--- config.mk ---
export PLATFORM = sky130hd
export DESIGN_NAME = controle_pagamento
export DESIGN_NICKNAME = d
export VERILOG_FILES = /design/src/rtl/controle_pagamento.sv
export SDC_FILE = /design/constraint.sdc
export NUM_CORES = 1
export LEC_CHECK = 0
export BUFFER_PORTS_ARGS = -buffer_cell sky130_fd_sc_hd__buf_2
export CAP_MARGIN = 15
export CORE_MARGIN = 1.5
export CORE_UTILIZATION = 60
export DETAILED_ROUTE_END_ITERATION = 16
export MAX_ROUTING_LAYER = met4
export PLACE_DENSITY_LB_ADDON = 0.25
export SYNTH_ARGS = -nofsm -noshare
export SYNTH_HDL_FRONTEND = slang
export SYNTH_SLANG_ARGS = --single-unit
--- constraint.sdc ---
create_clock -name clk -period 4.9 [get_ports clk]
set_input_delay 0.98 -clock clk [delete_from_list [all_inputs] [get_ports clk]]
set_output_delay 0.98 -clock clk [all_outputs]
set_load 0.005 [all_outputs]
--- src/rtl/controle_pagamento.sv ---
// controle_pagamento: purchase sequencer that collects decoded notes against a latched price
// and ends each purchase with either a dispense (with change) or a full refund.
//   clk, rst_n      : rising-edge clock, synchronous active-low reset
//   iniciar, preco  : start request and price (latched when the purchase opens)
//   cancelar, ok    : abort key and note-confirm key (one note per rising edge of ok)
//   valor_nota      : decoded note value; nota_rejeitada flags a note the decoder refused
//   state_entrada   : state code fed back to the decoder (decoder active in COLETA = 000)
//   total, troco    : accumulated credit and change/refund amount
//   liberar, devolver, erro : one-cycle dispense, refund and error strobes
module controle_pagamento #(
    parameter int LARGURA = 8,
    parameter int TIMEOUT = 16
) (
    input  logic               clk,
    input  logic               rst_n,
    input  logic               iniciar,
    input  logic               cancelar,
    input  logic               ok,
    input  logic [LARGURA-1:0] preco,
    input  logic [LARGURA-1:0] valor_nota,
    input  logic               nota_rejeitada,
    output logic [2:0]         state_entrada,
    output logic [LARGURA:0]   total,
    output logic [LARGURA:0]   troco,
    output logic               liberar,
    output logic               devolver,
    output logic               erro
);
    localparam int TW = $clog2(TIMEOUT);

    typedef enum logic [2:0] {
        COLETA  = 3'b000,
        IDLE    = 3'b001,
        TROCO   = 3'b010,
        LIBERA  = 3'b011,
        DEVOLVE = 3'b100
    } estado_t;

    estado_t            state_q, state_d;
    logic [LARGURA-1:0] preco_q, preco_d;
    logic [LARGURA:0]   total_q, total_d;
    logic [LARGURA:0]   troco_q, troco_d;
    logic [TW-1:0]      timer_q, timer_d;
    logic               erro_q, erro_d;
    logic               ok_q;
    logic               press;
    logic [LARGURA:0]   soma;

    // A held ok key counts as a single press
    assign press = ok & ~ok_q;
    assign soma  = total_q + {1'b0, valor_nota};

    always_comb begin
        state_d = state_q;
        preco_d = preco_q;
        total_d = total_q;
        troco_d = troco_q;
        timer_d = timer_q;
        erro_d  = 1'b0;
        case (state_q)
            IDLE: begin
                if (iniciar) begin
                    if (preco != '0) begin
                        state_d = COLETA;
                        preco_d = preco;
                        total_d = '0;
                        troco_d = '0;
                        timer_d = '0;
                    end else begin
                        erro_d = 1'b1;
                    end
                end
            end
            COLETA: begin
                if (cancelar) begin
                    state_d = DEVOLVE;
                    troco_d = total_q;
                end else if (press && nota_rejeitada) begin
                    erro_d  = 1'b1;
                    timer_d = '0;
                end else if (press) begin
                    // A zero-valued note is a press that neither credits nor restarts the timer
                    if (valor_nota != '0) begin
                        total_d = soma;
                        timer_d = '0;
                        if (soma >= {1'b0, preco_q}) state_d = TROCO;
                    end
                end else if (timer_q == TW'(TIMEOUT - 1)) begin
                    state_d = DEVOLVE;
                    troco_d = total_q;
                end else begin
                    timer_d = timer_q + 1'b1;
                end
            end
            TROCO: begin
                troco_d = total_q - {1'b0, preco_q};
                state_d = LIBERA;
            end
            LIBERA:  state_d = IDLE;
            DEVOLVE: state_d = IDLE;
            default: state_d = IDLE;
        endcase
    end

    always_ff @(posedge clk) begin
        if (!rst_n) begin
            state_q <= IDLE;
            preco_q <= '0;
            total_q <= '0;
            troco_q <= '0;
            timer_q <= '0;
            erro_q  <= 1'b0;
            ok_q    <= 1'b0;
        end else begin
            state_q <= state_d;
            preco_q <= preco_d;
            total_q <= total_d;
            troco_q <= troco_d;
            timer_q <= timer_d;
            erro_q  <= erro_d;
            ok_q    <= ok;
        end
    end

    assign state_entrada = state_q;
    assign total         = total_q;
    assign troco         = troco_q;
    assign liberar       = (state_q == LIBERA);
    assign devolver      = (state_q == DEVOLVE);
    assign erro          = erro_q;
endmodule

==> metrics.md, run 1 <==
| Metric | Value |
|---|---|
| Cells resized by post-CTS repair | `0` |
| TritonCTS clock tree | `built` |
| Source-to-sink clock delay at the later pin of the worst-skew pair | `0.29 ns` |
| Antenna Violating Nets Remaining | `0` |
| Cell area power density | `245.9 mW/mm²` |
| Post-Synthesis Mean Instance Area | `8.632 µm²` |
| Relative contribution of sequential cells to total power | `44.8%` |
| Number of standard cells after synthesis | `288` |
| Measured slew at the worst slew-check pin | `0.9446 ns` |
| Most used flip-flop cell after synthesis | `sky130_fd_sc_hd__dfxtp_1` |
| NumNets Final | `379` |
| Worst hold margin | `0.4489 ns` |
| Tot GR Track Use | `29.16%` |
| Via count of the first global-routing pass | `2,073` |
| DR pass1 iterations | `4` |
| Met2 Routed Length | `2782 µm` |
| Final slew viol count | `0` |
| Chain of cells forming the critical path | `buf_2 -> ha_1 -> fa_1 -> a21o_1 -> a41oi_1 -> o21ai_1 -> xor2_1 -> ha_1 -> a21o_1 -> o21ai_0 -> a311oi_1` |
| Setup repair after global routing missed its margin | `no` |
| Wire length of the first global-routing pass | `9632 µm` |
| Clock Skews | `0.006520 ns` |
| Initial DRC count | `167` |
| Num rows | `23` |
| Diode insertion count for antenna repair | `0` |
| Total clock buffers created by CTS | `5` |
| Area added between synthesis and finish | `12.08%` |
| Setup crit start | `valor_nota[0]` |
| Element type at the critical path start | `input pin` |
| I/O pins | `46` |
| H-tree Lvls | `2` |
| Finish-stage setup viols | `0` |
| Die H | `67.37 µm` |
| Critical-path top delay cell | `sky130_fd_sc_hd__fa_1` |
| CP bufs+invs | `1` |
| Antenna violations before repair | `0` |
| Starting density of the core | `62.15%` |
| Pin count of the biggest net entering global routing | `26` |
| Maximum buffer depth of the clock tree | `2` |
| Half-perimeter wire length of the detailed placement result | `4471 µm` |
| Reg2Reg Setup Slack | `2.32 ns` |
| Maximum cell stage delay along the critical path | `0.41 ns` |
| Sw Share | `31.67%` |
| Int Pwr | `468.1 µW` |
| Post-CTS Repair Setup Buffers | `0` |
| Portion of the clock cycle consumed by the worst path in the final layout | `61.57%` |
| Yosys Warn Count | `0` |
| Required time reported for the critical path endpoint | `5.06 ns` |
| Post-synth top area share | `28.18%` |
| Mean number of vias per cell | `5.918` |
| Largest delay share family, worst path | `compound AO/OA/AOI/OAI gates` |
| Number of design rule violations left after detail routing | `0` |
| Post-Route M1 WL | `2617 µm` |
| Total die area | `0.004539 mm²` |
| Biggest area consumer among synthesized cells | `sky130_fd_sc_hd__dfxtp_1` |
| Clock network fraction of design power | `28.4%` |
| EDFF count, synth | `0` |
| Top layer used by detailed routing | `met4` |
| Total Negative Setup Slacks | `0 ns` |
| Count of max-cap constraint violations | `0` |
| Biggest area contributors in the synthesized netlist | `sky130_fd_sc_hd__dfxtp_1 28%, sky130_fd_sc_hd__ha_1 13%, sky130_fd_sc_hd__mux2i_1 4.4%` |
| Worst-case vdd ir drop | `183.4 µV` |
| R2R depth | `10` |
| Number of cells on the critical path | `11` |
| Floorplan core area | `0.004000 mm²` |
| Post-cts hold buffer count | `0` |
| Crit end category | `register` |
| Buffers added on ports | `45` |
| Combinational power share | `26.8%` |
| Critical path arrival | `3.18 ns` |
| Wire length per cell after detailed routing | `15.29 µm` |
| Netlist Area Pre-Place | `0.002486 mm²` |
| Critical path peak fanout | `2` |
| Met3 layer wire length in the routed design | `289 µm` |
| Share of layout cells above drive strength 1 | `22.19%` |
| Unique masters post-synth | `56` |
| Clock Root Buffer | `sky130_fd_sc_hd__clkbuf_8` |
| Final Hold Violating Endpoints | `0` |
| Number of register bits inferred by synthesis | `35` |
| Clock-pin slew reported for the worst setup and hold paths after clock tree synthesis | `0.07 ns` |
| Net switching power | `217.0 µW` |
| Run status | `finished, final reports clean` |
| Vias after detailed routing | `2,243` |
| Final global-route overflow total | `0` |
| Number of clock sinks | `35` |
| Total length of routed wires | `5796 µm` |
| Share of synthesized area occupied by flip-flops and latches | `28.18%` |
| Leakage | `0.001171 µW` |
| Start-to-end type of the worst setup path | `input pin to register` |
| Post-route minimum period | `3.017 ns` |
| Min-delay worst type | `register to register` |
| Syn Nets | `337` |
| Die extent in x | `67.37 µm` |
| RePlAce Congestion | `0.9122` |
| RR Endpoint | `state_entrada[1]` |
| Capturing element of the worst setup path | `state_entrada[1]` |
| Worst max-slew margin expressed relative to the limit | `36.96%` |
| Async set-reset flop share out of synthesis | `0%` |
| FF-to-FF Start | `total[0]` |
| Instance count along the most critical hold path | `2` |
| Highest clock rate | `0.3315 GHz` |
## synth_stat cells, drive strengths merged (3+ instances only)
cell,count
dfxtp,35
ha,25
a21oi,24
nor2,24
nand2,22
nand3,18
o21ai,17
inv,14
mux2i,11
a211oi,7
xnor2,7
buf,6
o31ai,6
clkbuf,5
nor3,5
or4,5
xor2,5
nand2b,4
nor4,4
o21a,4
or3,4
a21o,3
a31oi,3
nor2b,3
nor3b,3
## flip-flops by register name (all words and copies together) (netlist names)
name,cells
troco,9
ok_q,1
timer_q,4
preco_q,8
state_entrada,3
erro,1
total,9
## how the worst min path moves through the flow
stage / to / slack (ns) / from
4_1_cts: troco[0] / 0.45 / troco[0]
3_3_place_gp: troco[0] / 0.44 / troco[0]
6_report: troco[0] / 0.45 / troco[0]
2_1_floorplan: timer_q[3] / 0.42 / timer_q[3]
3_5_place_dp: troco[0] / 0.44 / troco[0]
5_1_grt: troco[0] / 0.49 / troco[0]
## logic make-up (layout without fill, tap and decap cells)
logic type | after synthesis | in the layout | share of synthesized area [%]
muxes | 11 | 11 | 4.429
xor gates and xnor gates | 12 | 12 | 4.227
AOI/OAI and AO/OA | 75 | 75 | 20.23
adders and majority gates | 27 | 27 | 14.19
and+or+nand+nor | 103 | 103 | 23.91
DFF | 35 | 35 | 28.18
buffers and inverters | 25 | 66 | 4.831
## placed cells by master, fill, tap and decap left out, types with 6 or more instances in the layout
| master | instances |
|---|---|
| sky130_fd_sc_hd__nor2_1 | 22 |
| sky130_fd_sc_hd__o21ai_0 | 14 |
| sky130_fd_sc_hd__xnor2_1 | 7 |
| sky130_fd_sc_hd__buf_2 | 45 |
| sky130_fd_sc_hd__a211oi_1 | 6 |
| sky130_fd_sc_hd__nand2_1 | 22 |
| sky130_fd_sc_hd__nand3_1 | 12 |
| sky130_fd_sc_hd__a21oi_1 | 18 |
| sky130_fd_sc_hd__ha_1 | 25 |
| sky130_fd_sc_hd__dfxtp_1 | 35 |
| sky130_fd_sc_hd__a21oi_2 | 6 |
| sky130_fd_sc_hd__nand3_2 | 6 |
| sky130_fd_sc_hd__inv_1 | 14 |
| sky130_fd_sc_hd__mux2i_1 | 11 |
| sky130_fd_sc_hd__o31ai_1 | 6 |
## final cells by class
cell class | count | area, µm²
repair buffers | 46 | 232.7
fillers | 350 | 1214
inverters | 14 | 52.55
flip-flops and latches | 35 | 700.7
clock buffers | 6 | 72.57
multi-input cells | 228 | 1665
well taps | 50 | 62.56
## metal layers
metal  vias to the layer above  GRT usage, %
met2                        72         47.77
met1                      1025         36.87
met5                         -             -
li1                       1132             -
met4                         0         7.908
met3                        14         5.500
## worst register-to-register path: cells and delay by family, from the launching register on
kind | cells | cell delay [ns]
XOR/XNOR | 1 | 0.17
AO/OA/AOI/OAI | 6 | 0.98
adder cells (fa/ha/maj) | 3 | 0.94
flip-flops | 1 | 0.36
## power by group through the flow
| stage | combinational (µW) | clock [µW] | sequential [µW] |
|---|---|---|---|
| floorplan | 144 | 0 | 308 |
| global placement | 176 | 0 | 312 |
| detailed placement | 181 | 0 | 313 |
| CTS | 183 | 200 | 307 |
| global route | 206 | 211 | 308 |
| finish | 184 | 195 | 307 |
## per-stage QoR
| step | instances | total power [µW] | util, % | area, µm² | setup WS [ns] |
|---|---|---|---|---|---|
| floorplan | 288 | 452.0 | - | 2486 | 1.917 |
| global placement | 373 | 488.5 | 67.84 | 2714 | 1.709 |
| detailed placement | 373 | 494.0 | 67.84 | 2714 | 1.609 |
| CTS | 379 | 689.1 | 69.66 | 2786 | 1.909 |
| global route | 379 | 725.1 | 69.66 | 2786 | 1.750 |
| finish | 379 | 685.1 | 69.66 | 2786 | 1.883 |
No activity file was read; power rests on OpenSTA's default activity.
==> inputs of run 2 (changes only) <==
Settings changed: CORE_UTILIZATION 60 to 56.
Clock period 4.9 ns to 2.8 ns, I/O delays scaled along.
==> run 2 against run 1 <==
  * Flip-flop and latch count is the same
  * Non-clock buffer count grew 9
  * Setup slack lost 1.7 ns
  * Hold slack is essentially flat
  * Global-route usage shrank 2.9 points
  * Core utilization shrank 3.3 points
  * First-iteration DRC count grew 5.4%
  * Sequential share of layout area shrank 0.75 points
  * Clock power grew 96%
  * Critical path depth grew 1
  * Critical path type unchanged
  * Critical endpoint unchanged
  * Largest cell class unchanged
==> metrics.md, run 2 (synthesis gave the netlist of run 1 again) <==
| Metric | Value |
|---|---|
| Total length of routed wires | `5825 µm` |
| Worst-case vdd ir drop | `292.2 µV` |
| Start-to-end type of the worst setup path | `input pin to register` |
| Via count of the first global-routing pass | `2,126` |
| Post-cts hold buffer count | `0` |
| Cells resized by post-CTS repair | `0` |
| Required time reported for the critical path endpoint | `3.00 ns` |
| Fin cells | `391` |
| H-tree Lvls | `2` |
| Final Hold Violating Endpoints | `0` |
| Run status | `finished, final reports clean` |
| Maximum buffer depth of the clock tree | `2` |
| Post-CTS Repair Setup Buffers | `0` |
| Diode insertion count for antenna repair | `0` |
| Share of the core filled with cells in the final layout | `66.41%` |
| Share of layout cells above drive strength 1 | `24.78%` |
| Highest clock rate | `0.3889 GHz` |
| Post-placement worst setup slack | `-0.03242 ns` |
| Worst hold margin | `0.4490 ns` |
| Leakage | `0.001227 µW` |
| Tot GR Track Use | `26.23%` |
| Final slew viol count | `0` |
| Clock Skews | `0.002715 ns` |
| Wire length per cell after detailed routing | `14.90 µm` |
| Critical path peak fanout | `2` |
| Cell area power density | `434.9 mW/mm²` |
| Worst max-slew margin expressed relative to the limit | `52.02%` |
| Count of max-cap constraint violations | `0` |
| Pin count of the biggest net entering global routing | `17` |
| Overall Power | `1249 µW` |
| I/O pins | `46` |
| Number of design rule violations left after detail routing | `0` |
| CP bufs+invs | `1` |
| Most common cell after layout, fill and taps aside | `sky130_fd_sc_hd__buf_2` |
| Min-delay worst type | `register to register` |
| Number of clock sinks | `35` |
| TritonCTS clock tree | `built` |
| Final WS setup | `0.2286 ns` |
| Setup repair after global routing missed its margin | `no` |
| Wire length of the first global-routing pass | `9873 µm` |
| Maximum cell stage delay along the critical path | `0.40 ns` |
| Source-to-sink clock delay at the later pin of the worst-skew pair | `0.29 ns` |
| Clock Root Buffer | `sky130_fd_sc_hd__clkbuf_8` |
| Critical-path top delay cell | `sky130_fd_sc_hd__fa_1` |
| Buffers added on ports | `45` |
| Initial DRC count | `176` |
| Post-route minimum period | `2.571 ns` |
| Antenna violations before repair | `0` |
| Antenna Violating Nets Remaining | `0` |
| Measured slew at the worst slew-check pin | `0.7190 ns` |
| Area added between synthesis and finish | `15.50%` |
| Crit end category | `register` |
| Critical path's most frequent cell | `sky130_fd_sc_hd__ha_1` |
| Critical path arrival | `2.78 ns` |
| Num rows | `24` |
| Floorplan core area | `0.004324 mm²` |
| Total placed cells including tap cells | `384` |
| Starting density of the core | `57.49%` |
| Total clock buffers created by CTS | `5` |
| Commonest cells after routing, fill and taps aside | `45 x sky130_fd_sc_hd__buf_2, 35 x sky130_fd_sc_hd__dfxtp_1, 25 x sky130_fd_sc_hd__ha_1` |
| Element type at the critical path start | `input pin` |
| Mean number of vias per cell | `5.795` |
| Vias after detailed routing | `2,266` |
| RePlAce Congestion | `0.8805` |
| Total die area | `0.004848 mm²` |
| Largest delay share family, worst path | `compound AO/OA/AOI/OAI gates` |
| Die extent in x | `69.63 µm` |
| Clock-pin slew reported for the worst setup and hold paths after clock tree synthesis | `0.07 ns` |
| Finish-stage setup viols | `0` |
| Final global-route overflow total | `0` |
| DR pass1 iterations | `4` |
| Portion of the clock cycle consumed by the worst path in the final layout | `91.83%` |
| Chain of cells forming the critical path | `buf_2 -> ha_1 -> fa_1 -> a21o_1 -> a41oi_1 -> o21ai_1 -> xor2_1 -> ha_1 -> nand2_1 -> a21oi_1 -> o21ai_0 -> a311oi_1` |
| NumNets Final | `388` |
| Half-perimeter wire length of the detailed placement result | `4598 µm` |
| Die H | `69.63 µm` |
run 2: through the flow:
step	TNS (ns)	instance area, µm²
after floorplan	0	2486
after global placement	0	2784
after detailed placement	-0.03242	2784
after CTS	0	2872
after global routing	0	2872
final	0	2872
run 2: worst paths after layout:
check / start / to / slack [ns] / cells past startpoint
worst min-delay path: troco[0] / troco[0] / 0.45 / 2
worst max-delay path: valor_nota[0] / state_entrada[1] / 0.23 / 12
worst min register to register: troco[0] / troco[0] / 0.45 / 2
worst max register to register: total[0] / state_entrada[1] / 0.25 / 11
run 2: tightest hold or removal path: cells and delay by family (launching register included):
kind | cells | cell delay, ns
AND/OR/NAND/NOR | 1 | 0.05
flip-flops | 1 | 0.31
AO/OA/AOI/OAI | 1 | 0.05
run 2: final cells by class:
| type | instances | area, µm² |
|---|---|---|
| flip-flops and latches | 35 | 700.7 |
| inverters | 14 | 52.55 |
| fillers | 380 | 1453 |
| repair buffers | 55 | 300.3 |
| clock inverters | 1 | 5.005 |
| well taps | 52 | 65.06 |
| multi-input cells | 228 | 1665 |
| clock buffers | 6 | 82.58 |
run 2: per-layer routing:
layer,wire [µm],GRT usage (%)
met5,0,-
met2,2650,41.45
met4,80,7.265
met1,2752,33.76
met3,342,6.395
run 2: report_power, final:
group	leakage, µW	switching (µW)	total (µW)	internal, µW
Clock	0.0000470	190	383	193
Combinational	0.000896	191	337	147
Sequential	0.000284	14.5	529	514
Total	0.00123	395	1250	854
==> inputs of run 3 (changes only) <==
Settings changed: ABC_AREA set to 1, SETUP_SLACK_MARGIN set to 0.5.
==> run 3 against run 2 <==
  * Maximum frequency is 6.0% higher
  * Flip-flop and latch count stayed put
  * Combinational power is 69% higher
  * Sequential share of layout area is 1.9 points lower
  * Final cell count is 22% higher
  * Non-clock buffer count is 4 higher
  * Routed wire length is 12% higher
  * Clock power is 1% lower
  * Critical path depth is 5 higher
  * Critical path type is now register to register
==> metrics.md, run 3 <==
| Metric | Value |
|---|---|
| Run status | `finished, final reports clean` |
| Clock Root Buffer | `sky130_fd_sc_hd__clkbuf_8` |
| Clock Skews | `0.006131 ns` |
| Number of clock sinks | `35` |
| Wire length per cell after detailed routing | `13.61 µm` |
| Antenna Violating Nets Remaining | `0` |
| Sw Share | `37.30%` |
| Number of register bits inferred by synthesis | `35` |
| Total clock buffers created by CTS | `5` |
| Reg2Reg Setup Slack | `0.37 ns` |
| Element type at the critical path start | `register` |
| Portion of the clock cycle consumed by the worst path in the final layout | `86.65%` |
| Final cell area excluding filler cells | `0.003131 mm²` |
| Highest clock rate | `0.4122 GHz` |
| Total cell area at the placement stage | `0.002875 mm²` |
| Pin count of the biggest net entering global routing | `21` |
| Share of layout cells above drive strength 1 | `25.35%` |
| Area added between synthesis and finish | `22.29%` |
| Post-Synthesis Mean Instance Area | `6.994 µm²` |
| Critical path peak fanout | `3` |
| Initial DRC count | `183` |
| Vias after detailed routing | `2,644` |
| Crit end category | `register` |
| Total die area | `0.004986 mm²` |
| Maximum buffer depth of the clock tree | `2` |
| NumNets Final | `475` |
| Min-delay worst type | `register to register` |
| Clock network fraction of design power | `25.2%` |
| Netlist Area Pre-Place | `0.002560 mm²` |
| Clock-pin slew reported for the worst setup and hold paths after clock tree synthesis | `0.07 ns` |
| H-tree Lvls | `2` |
| Yosys Warn Count | `0` |
| Most used flip-flop cell after synthesis | `sky130_fd_sc_hd__dfxtp_1` |
| I/O pins | `46` |
| Worst-case vdd ir drop | `373.6 µV` |
| Total length of routed wires | `6505 µm` |
| Biggest area contributors in the synthesized netlist | `sky130_fd_sc_hd__dfxtp_1 27%, sky130_fd_sc_hd__nand2_1 13%, sky130_fd_sc_hd__ha_1 12%` |
| Starting density of the core | `58.39%` |
| Diode insertion count for antenna repair | `0` |
| Count of max-cap constraint violations | `0` |
| R2R depth | `17` |
| TritonCTS clock tree | `built` |
| Mean number of vias per cell | `5.531` |
| Start-to-end type of the worst setup path | `register to register` |
| Relative contribution of sequential cells to total power | `36.9%` |
| Capturing element of the worst setup path | `state_entrada[1]` |
| Final global-route overflow total | `0` |
| Worst max-slew margin expressed relative to the limit | `52.03%` |
| Via count of the first global-routing pass | `2,362` |
| Tot GR Track Use | `26.67%` |
| Finish-stage setup viols | `0` |
| Commonest cells after routing, fill and taps aside | `89 x sky130_fd_sc_hd__nand2_1, 44 x sky130_fd_sc_hd__buf_2, 43 x sky130_fd_sc_hd__inv_1` |
| Post-placement worst setup slack | `-0.01281 ns` |
| Share of synthesized area occupied by flip-flops and latches | `27.37%` |
| Critical path arrival | `2.58 ns` |
| Most instantiated cells after synthesis | `91 x sky130_fd_sc_hd__nand2_1, 43 x sky130_fd_sc_hd__inv_1, 36 x sky130_fd_sc_hd__a21oi_1, 35 x sky130_fd_sc_hd__dfxtp_1, 33 x sky130_fd_sc_hd__nor2_1` |
| Biggest area consumer among synthesized cells | `sky130_fd_sc_hd__dfxtp_1` |
| Most instantiated library cell after synthesis | `sky130_fd_sc_hd__nand2_1` |
| Final Hold Violating Endpoints | `0` |
| Half-perimeter wire length of the detailed placement result | `4726 µm` |
| EDFF count, synth | `0` |
| Async set-reset flop share out of synthesis | `0%` |
| Final slew viol count | `0` |
| Combinational power share | `37.9%` |
| Post-route minimum period | `2.426 ns` |
| RePlAce Congestion | `0.9145` |
| Buffers added on ports | `45` |
| RR Endpoint | `state_entrada[1]` |
| Final-layout fill cell count | `374` |
| Number of standard cells after synthesis | `366` |
| Net switching power | `560.0 µW` |
| Setup crit start | `total[0]` |
| Number of design rule violations left after detail routing | `0` |
| Post-synth top area share | `27.37%` |
| Leakage | `0.001508 µW` |
| Total Negative Setup Slacks | `0 ns` |
| Source-to-sink clock delay at the later pin of the worst-skew pair | `0.29 ns` |
| FF-to-FF Start | `total[0]` |
| Measured slew at the worst slew-check pin | `0.7188 ns` |
| Wire length of the first global-routing pass | `10,440 µm` |
| Unique masters post-synth | `39` |
| Antenna violations before repair | `0` |
| DR pass1 iterations | `5` |
| Setup repair after global routing missed its margin | `yes` |
| Final WS setup | `0.3739 ns` |
| Die extent in x | `70.61 µm` |
| Int Pwr | `941.2 µW` |
| Die H | `70.61 µm` |
| Num rows | `24` |
| Share of the core filled with cells in the final layout | `71.40%` |
| Post-cts hold buffer count | `0` |
| Required time reported for the critical path endpoint | `2.96 ns` |
| Most common cell after layout, fill and taps aside | `sky130_fd_sc_hd__nand2_1` |
| Syn Nets | `415` |
| Cell area power density | `479.5 mW/mm²` |
| Overall Power | `1501 µW` |
| Floorplan core area | `0.004384 mm²` |
[run 3: power by group through the flow]
stage          registers, µW  clock network, µW  logic (µW)
2_1_floorplan            566                  0         379
3_3_place_gp             565                  0         492
3_5_place_dp             565                  0         509
4_1_cts                  554                382         536
5_1_grt                  558                397         631
6_report                 554                379         568
[run 3: area by class of cell]
type	instances	area, µm²	area share [%]
Clock buffer	6	82.58	2.638
Clock inverter	1	5.005	0.1599
Inverter	49	193.9	6.195
Multi-Input combinational cell	276	1743	55.68
Sequential cell	35	704.4	22.50
Tap cell	52	65.06	2.078
Timing Repair Buffer	59	336.6	10.75
[run 3: how the worst min path moves through the flow]
stage | start | endpoint | slack [ns] | cells after the start
after detailed placement | troco[5] | troco[5] | 0.45 | 2
final | troco[5] | troco[5] | 0.47 | 2
after global routing | troco[5] | troco[5] | 0.48 | 2
after global placement | troco[7] | troco[7] | 0.45 | 2
after CTS | troco[5] | troco[5] | 0.47 | 2
after floorplan | preco_q[6] | preco_q[6] | 0.46 | 2
[run 3: worst max-delay path, cell delays in order, from the launching register on]
cell and delay (ns):
sky130_fd_sc_hd__dfxtp_4 0.36, sky130_fd_sc_hd__ha_4 0.16, sky130_fd_sc_hd__fa_2 0.36, sky130_fd_sc_hd__nand3_2 0.09, sky130_fd_sc_hd__nand2_4 0.08, sky130_fd_sc_hd__buf_4 0.14
sky130_fd_sc_hd__buf_4 0.12, sky130_fd_sc_hd__buf_4 0.13, sky130_fd_sc_hd__buf_4 0.12, sky130_fd_sc_hd__buf_4 0.12, sky130_fd_sc_hd__nand2_1 0.07, sky130_fd_sc_hd__nand3_1 0.10
sky130_fd_sc_hd__nand2_1 0.10, sky130_fd_sc_hd__nand4_1 0.08, sky130_fd_sc_hd__nand2_1 0.08, sky130_fd_sc_hd__nand2_1 0.07, sky130_fd_sc_hd__nand3_1 0.07, sky130_fd_sc_hd__nor2_1 0.04
[run 3: kinds of logic (layout without fill, tap and decap cells)]
group                      after synthesis  after routing  synth area share, %
adders and majority gates               27             27                13.78
xor gates and xnor gates                 8              8                2.737
and+or+nand+nor                        169            169                29.91
DFF                                     35             35                27.37
buffers and inverters                   55            115                9.237
AOI/OAI and AO/OA                       72             72                16.96
[run 3: through the flow]
step / hold slack (ns) / std cells
after detailed placement: 0.4547 / 463
after global routing: 0.4786 / 478
after global placement: 0.4503 / 463
after CTS: 0.4656 / 478
after floorplan: 0.4555 / 366
final: 0.4656 / 478
[run 3: routing by layer]
layer | track usage (%) | part of all wire [%] | vias to the layer above
li1 | - | - | 1320
met1 | 33.39 | 44 | 1209
met2 | 45.91 | 48 | 101
met3 | 3.704 | 5.6 | 14
met4 | 6.289 | 2.1 | 0
met5 | - | 0 | -
[run 3: repair_timing]
item,in CTS,in global routing
endpoints found under the setup margin,1,2
resized for setup,8,13
buffers inserted,8,0
pin swaps,9,1
